`config.mk`:
```
export PLATFORM = sky130hd
export DESIGN_NAME = mempool_dma_frontend
export DESIGN_NICKNAME = d
export VERILOG_FILES = /design/src/rtl/mempool_pkg.sv /design/src/rtl/mempool_dma_frontend.sv
export SDC_FILE = /design/constraint.sdc
export NUM_CORES = 1
export LEC_CHECK = 0
export CORE_UTILIZATION = 29
export CTS_CLUSTER_DIAMETER = 100
export DETAILED_ROUTE_END_ITERATION = 8
export SLEW_MARGIN = 20
export SYNTH_ARGS = -nofsm -noshare
export SYNTH_HDL_FRONTEND = slang
export SYNTH_SLANG_ARGS = --single-unit
```
`constraint.sdc`:
```
create_clock -name clk_i -period 3.7 [get_ports clk_i]
set_input_delay 0.74 -clock clk_i [delete_from_list [all_inputs] [get_ports clk_i]]
set_output_delay 0.74 -clock clk_i [all_outputs]
set_load 0.01 [all_outputs]
```
`src/rtl/mempool_pkg.sv`:
```
// Shared MemPool cluster types: DMA request/status structs and the DMA front-end register map.
package mempool_pkg;

  localparam int unsigned DmaAddrWidth = 32;

  typedef struct packed {
    logic [DmaAddrWidth-1:0] src;
    logic [DmaAddrWidth-1:0] dst;
    logic [DmaAddrWidth-1:0] num_bytes;
  } dma_req_t;

  typedef struct packed {
    logic backend_idle;
    logic trans_complete;
  } dma_meta_t;

  localparam logic [7:0] DmaFrontSrcOff    = 8'h00;
  localparam logic [7:0] DmaFrontDstOff    = 8'h04;
  localparam logic [7:0] DmaFrontLenOff    = 8'h08;
  localparam logic [7:0] DmaFrontStatusOff = 8'h0C;
  localparam logic [7:0] DmaFrontNextIdOff = 8'h10;
  localparam logic [7:0] DmaFrontDoneOff   = 8'h14;
  localparam logic [7:0] DmaFrontPerfOff   = 8'h18;

endpackage

```
`src/rtl/mempool_dma_frontend.sv`:
```
// Register-mapped launch front end for the cluster DMA: programs src/dst/len, issues one burst per
// NEXT_ID read and tracks IDs/completions. Optional busy-cycle counter: MEMPOOL_DMA_FRONTEND_PERF_EN.
module mempool_dma_frontend
  import mempool_pkg::*;
#(
  parameter int unsigned AddrWidth      = 32,
  parameter int unsigned MaxOutstanding = 16,
  parameter int unsigned IdWidth        = 32
) (
  input  logic                 clk_i,
  input  logic                 rst_ni,
  input  logic                 cfg_valid_i,
  output logic                 cfg_ready_o,
  input  logic                 cfg_write_i,
  input  logic [7:0]           cfg_addr_i,
  input  logic [AddrWidth-1:0] cfg_wdata_i,
  output logic [AddrWidth-1:0] cfg_rdata_o,
  output logic                 cfg_rvalid_o,
  output dma_req_t             dma_req_o,
  output logic                 dma_req_valid_o,
  input  logic                 dma_req_ready_i,
  input  dma_meta_t            dma_meta_i
);

  localparam int unsigned OutW = $clog2(MaxOutstanding + 1);

  localparam logic [0:0] StIdle  = 1'b0;
  localparam logic [0:0] StIssue = 1'b1;

  logic [0:0]           state_q;
  logic [AddrWidth-1:0] src_q, dst_q, len_q;
  logic [IdWidth-1:0]   next_id_q, done_cnt_q;
  logic [OutW-1:0]      outstanding_q;
  dma_req_t             req_q;
  logic                 rvalid_q;
  logic [AddrWidth-1:0] rdata_q, rd_val;
`ifdef MEMPOOL_DMA_FRONTEND_PERF_EN
  logic [31:0]          busy_cycles_q;
`endif

  logic is_launch, slots_full, accept, launch_go, launch_zero;
  logic handshake, complete, busy;

  // A launch is held off while every outstanding slot is in use; ISSUE blocks all accesses.
  assign is_launch   = !cfg_write_i && (cfg_addr_i == DmaFrontNextIdOff);
  assign slots_full  = (outstanding_q == OutW'(MaxOutstanding));
  assign accept      = cfg_valid_i && (state_q == StIdle) && !(is_launch && slots_full);
  assign launch_go   = accept && is_launch && (len_q != '0);
  assign launch_zero = accept && is_launch && (len_q == '0);
  assign handshake   = (state_q == StIssue) && dma_req_ready_i;
  assign complete    = dma_meta_i.trans_complete;
  assign busy        = (outstanding_q != '0) || (state_q != StIdle);

  assign cfg_ready_o     = accept;
  assign cfg_rvalid_o    = rvalid_q;
  assign cfg_rdata_o     = rdata_q;
  assign dma_req_o       = req_q;
  assign dma_req_valid_o = (state_q == StIssue);

  always_comb begin
    rd_val = '0;
    case (cfg_addr_i)
      DmaFrontSrcOff:    rd_val = src_q;
      DmaFrontDstOff:    rd_val = dst_q;
      DmaFrontLenOff:    rd_val = len_q;
      DmaFrontStatusOff: rd_val = AddrWidth'({dma_meta_i.backend_idle, busy});
      DmaFrontDoneOff:   rd_val = AddrWidth'(done_cnt_q);
`ifdef MEMPOOL_DMA_FRONTEND_PERF_EN
      DmaFrontPerfOff:   rd_val = AddrWidth'(busy_cycles_q);
`endif
      default:           rd_val = '0;
    endcase
  end

  always_ff @(posedge clk_i or negedge rst_ni) begin
    if (!rst_ni) begin
      src_q <= '0;
      dst_q <= '0;
      len_q <= '0;
    end else if (accept && cfg_write_i) begin
      case (cfg_addr_i)
        DmaFrontSrcOff: src_q <= cfg_wdata_i;
        DmaFrontDstOff: dst_q <= cfg_wdata_i;
        DmaFrontLenOff: len_q <= cfg_wdata_i;
        default: ;
      endcase
    end
  end

  always_ff @(posedge clk_i or negedge rst_ni) begin
    if (!rst_ni) begin
      state_q <= StIdle;
      req_q   <= '0;
    end else begin
      case (state_q)
        StIdle: begin
          if (launch_go) begin
            req_q   <= '{src: src_q, dst: dst_q, num_bytes: len_q};
            state_q <= StIssue;
          end
        end
        default: begin
          if (dma_req_ready_i) state_q <= StIdle;
        end
      endcase
    end
  end

  // The launch response is deferred until the cycle after the request handshake.
  always_ff @(posedge clk_i or negedge rst_ni) begin
    if (!rst_ni) begin
      rvalid_q <= 1'b0;
      rdata_q  <= '0;
    end else begin
      rvalid_q <= 1'b0;
      if (handshake || launch_zero) begin
        rvalid_q <= 1'b1;
        rdata_q  <= AddrWidth'(next_id_q);
      end else if (accept && !launch_go) begin
        rvalid_q <= 1'b1;
        rdata_q  <= cfg_write_i ? '0 : rd_val;
      end
    end
  end

  always_ff @(posedge clk_i or negedge rst_ni) begin
    if (!rst_ni) begin
      next_id_q     <= '0;
      done_cnt_q    <= '0;
      outstanding_q <= '0;
    end else begin
      if (handshake || launch_zero) next_id_q <= next_id_q + IdWidth'(1);
      done_cnt_q <= done_cnt_q + IdWidth'(complete) + IdWidth'(launch_zero);
      if (handshake && !(complete && outstanding_q != '0)) begin
        outstanding_q <= outstanding_q + OutW'(1);
      end else if (!handshake && complete && outstanding_q != '0) begin
        outstanding_q <= outstanding_q - OutW'(1);
      end
    end
  end

`ifdef MEMPOOL_DMA_FRONTEND_PERF_EN
  always_ff @(posedge clk_i or negedge rst_ni) begin
    if (!rst_ni) begin
      busy_cycles_q <= '0;
    end else if (accept && cfg_write_i && cfg_addr_i == DmaFrontPerfOff) begin
      busy_cycles_q <= '0;
    end else if (busy && busy_cycles_q != '1) begin
      busy_cycles_q <= busy_cycles_q + 32'd1;
    end
  end
`endif

  spurious_complete: assert property (@(posedge clk_i) disable iff (!rst_ni)
    dma_meta_i.trans_complete |-> outstanding_q != '0);

endmodule

```
==> summary.txt <==
Timing
  • Max-slew violation count: 0
  • Skew final: 0.0250 ns
  • Setup WS post-layout: about 0.24 ns
  • Highest Clock Rate: slightly below 300 MHz
  • Worst-Margin Slew: 0.926 ns
  • RSZ-0062 raised after global routing: false
  • Tcrit/Tclk final: 93.6%
  • Final-report setup violation count: 0
  • Crit path time final: 3.46 ns
  • Rel. slew slack: roughly two fifths
  • Fin. Hold Viols: 0

Worst setup path
  • CP Capture Type: output pin
  • Critical path fanouts, max: 3
  • CP arrival: 2.72 ns
  • Worst setup SP type: input port
  • Setup CP Type: input port to output pin
  • Req. time, crit path: 2.96 ns

Global routing
  • First-pass GRT wire length: just under 60000 um
  • Largest net degree at the start of global routing: 82
  • Number of global-route vias before repair: 9157
  • Gr ovfl total: 0
  • Initial antenna violation count: 1
  • Total GRT Usage: 17.0%

Layout
  • Area Overhead vs Synth: 29.8%
  • Nets: 1260
  • Commonest non-fill, non-tap cell in the layout: dfrtp_1
  • Diodes inserted: 0
  • Share of post-route cells with drive strength above 1: a little over a quarter
  • Util after Layout: a little under two fifths
  • Most frequent cells in the layout: dfrtp_1, mux2_2, clkdlybuf4s50_1
  • Post-route cell area: approximately 17000 um2
  • Fillers: around 4.2k

Clock tree
  • Post-CTS setup buffer count: 0
  • H-tree depth: 2
  • CTS tree: built
  • Worst-Skew Late Latency: ~0.54 ns
  • CTS Sinks: slightly below 300
  • # hold bufs at CTS: 0
  • CTS Buf Count: 34
  • Worst-path clk slew: 0.06 ns
  • Worst-case clock buffer depth: 3
  • Root buf cell: clkbuf_16
  • Post-CTS Resized: 0

Detailed routing
  • Iteration count of the initial detailed-routing pass: 6
  • Routed wire per std cell: around 22 um
  • Routed WL: 39200 um
  • # DRC: 0
  • DR vias: approximately 9.0k
  • DR vias/cell: 4.95
  • Routed Antenna Nets: 0
  • Iter 0 DRT Violations: 601

Floorplan
  • Die Ht: around 210 um
  • Die Span X: around 210 um
  • Die area: between 40000 and 50000 um2
  • Rows: 77
  • Core ar.: 44400 um2
  • Top Ports: 178
  • Initial Utilization: between 20% and 30%

Place
  • Port bufs: around 180
  • Placement Setup Slack: -0.105 ns
  • Post-DP HPWL: 27800 um
  • Dpl cell area: ~16000 um2
  • Gpl congestion: 0.842

Synthesis
  • Synth Cell Area: around 13000 um2
  • Seq cells post-synth: 295
  • Synth unique cells: 62
  • Syn nets: approximately 1.0k
  • Synth Flop Type: dfrtp_1
  • Count of flip-flops with a built-in enable after synthesis: 0
  • Synthesized area per cell: 13.2 um2
  • Synthesis Warnings: 0
  • Syn Inst Count: approximately 1000
  • Asr flop ratio synth: 100%
  • Register area share after synthesis: a little under three fifths

Power and ir drop
  • PwrDens: between 400 and 500 nW/um2
  • Peak VDD IR: 0.283 mV
  • Pleak: 8.03 nW

Run status
  • Outcome: completed

Hold path
  • HP Class: input port to asynchronous set/reset pin

Flow run
  • Max Cap Viol: 0
-- Yosys cell counts (all sizes together) (14+ instances only) --
cell / instances / area share, %
dfrtp: 295 / 56
mux2: 194 / 17
nand2: 55 / 1.7
mux2i: 42 / 3.2
buf: 36 / 1.6
nor2: 36 / 1.0
xnor2: 34 / 2.3
xor2: 30 / 2.0
o22ai: 26 / 1.2
nor4: 23 / 2.0
nand4: 22 / 1.2
o21ai: 22 / 0.84
nor3: 18 / 0.77
and3: 17 / 0.85
nand3: 17 / 0.69
clkbuf: 16 / 0.46
a21oi: 14 / 0.62
-- state kept, by name, indices dropped and copies added (netlist names) --
signal           flops
dma_req_o           96
cfg_rdata_o         32
cfg_rvalid_o         1
dst_q               32
done_cnt_q          32
next_id_q           32
dma_req_valid_o      1
outstanding_q        5
len_q               32
src_q               32
-- layout make-up --
type	count	area (um2)	area share, %
well taps	592	741	4.35
repair buffers	227	2220	13.1
clock inverters	16	219	1.29
flip-flops and latches	295	7380	43.4
inverters	9	33.8	0.199
clock buffers	43	976	5.74
multi-input cells	639	5440	32.0
-- path summary, 6_finish.rpt --
path	start	endpoint	slack (ns)	cells past startpoint
max	cfg_addr_i[5]	cfg_ready_o	0.24	6
min	rst_ni	cfg_rvalid_o	0.22	1
max reg2reg	len_q[24]	done_cnt_q[30]	0.43	12
min reg2reg	next_id_q[31]	next_id_q[31]	0.47	1
max in group asynchronous	rst_ni	done_cnt_q[12]	2.58	2
min in group clk_i	next_id_q[31]	next_id_q[31]	0.47	1
-- stage by stage --
step                cells  power, mW  hold slack, ns  setup TNS (ns)
floorplan             995       3.73           0.442               0
global placement     1762       4.00           0.456               0
detailed placement   1762       4.02           0.461          -0.215
CTS                  1821       7.65           0.233               0
global route         1821       7.83           0.265               0
finish               1821       7.55           0.219               0
-- critical path, cell delays in order --
cell and delay (ns):
clkdlybuf4s50_1 0.47, nor4b_4 0.39, buf_4 0.18, nand2_1 0.10, o31a_1 0.34, clkdlybuf4s50_1 0.51
-- where the power goes --
group / switching (mW) / internal [mW] / total, mW
registers: 0.108 / 3.32 / 3.43
clock network: 1.39 / 2.22 / 3.60
logic: 0.278 / 0.242 / 0.520
total: 1.77 / 5.78 / 7.55
-- per-layer routing --
layer	part of all wire [%]	GRT usage [%]
met5	0.033	0
met4	2.3	5.40
met3	4.2	2.70
met2	46	26.3
met1	47	24.2
-- cell families (layout without fill, tap and decap cells) --
logic type	count (synthesis)	in the layout	synth area share [%]
AND/OR/NAND/NOR	215	215	10.1
AO/OA/AOI/OAI	116	116	6.14
flip-flops	295	295	56.3
multiplexers	237	237	20.1
XOR/XNOR	64	64	4.28
adder cells (fa/ha/maj)	7	7	0.783
buffers and inverters	61	295	2.33
No activity file was read; power rests on OpenSTA's default activity.
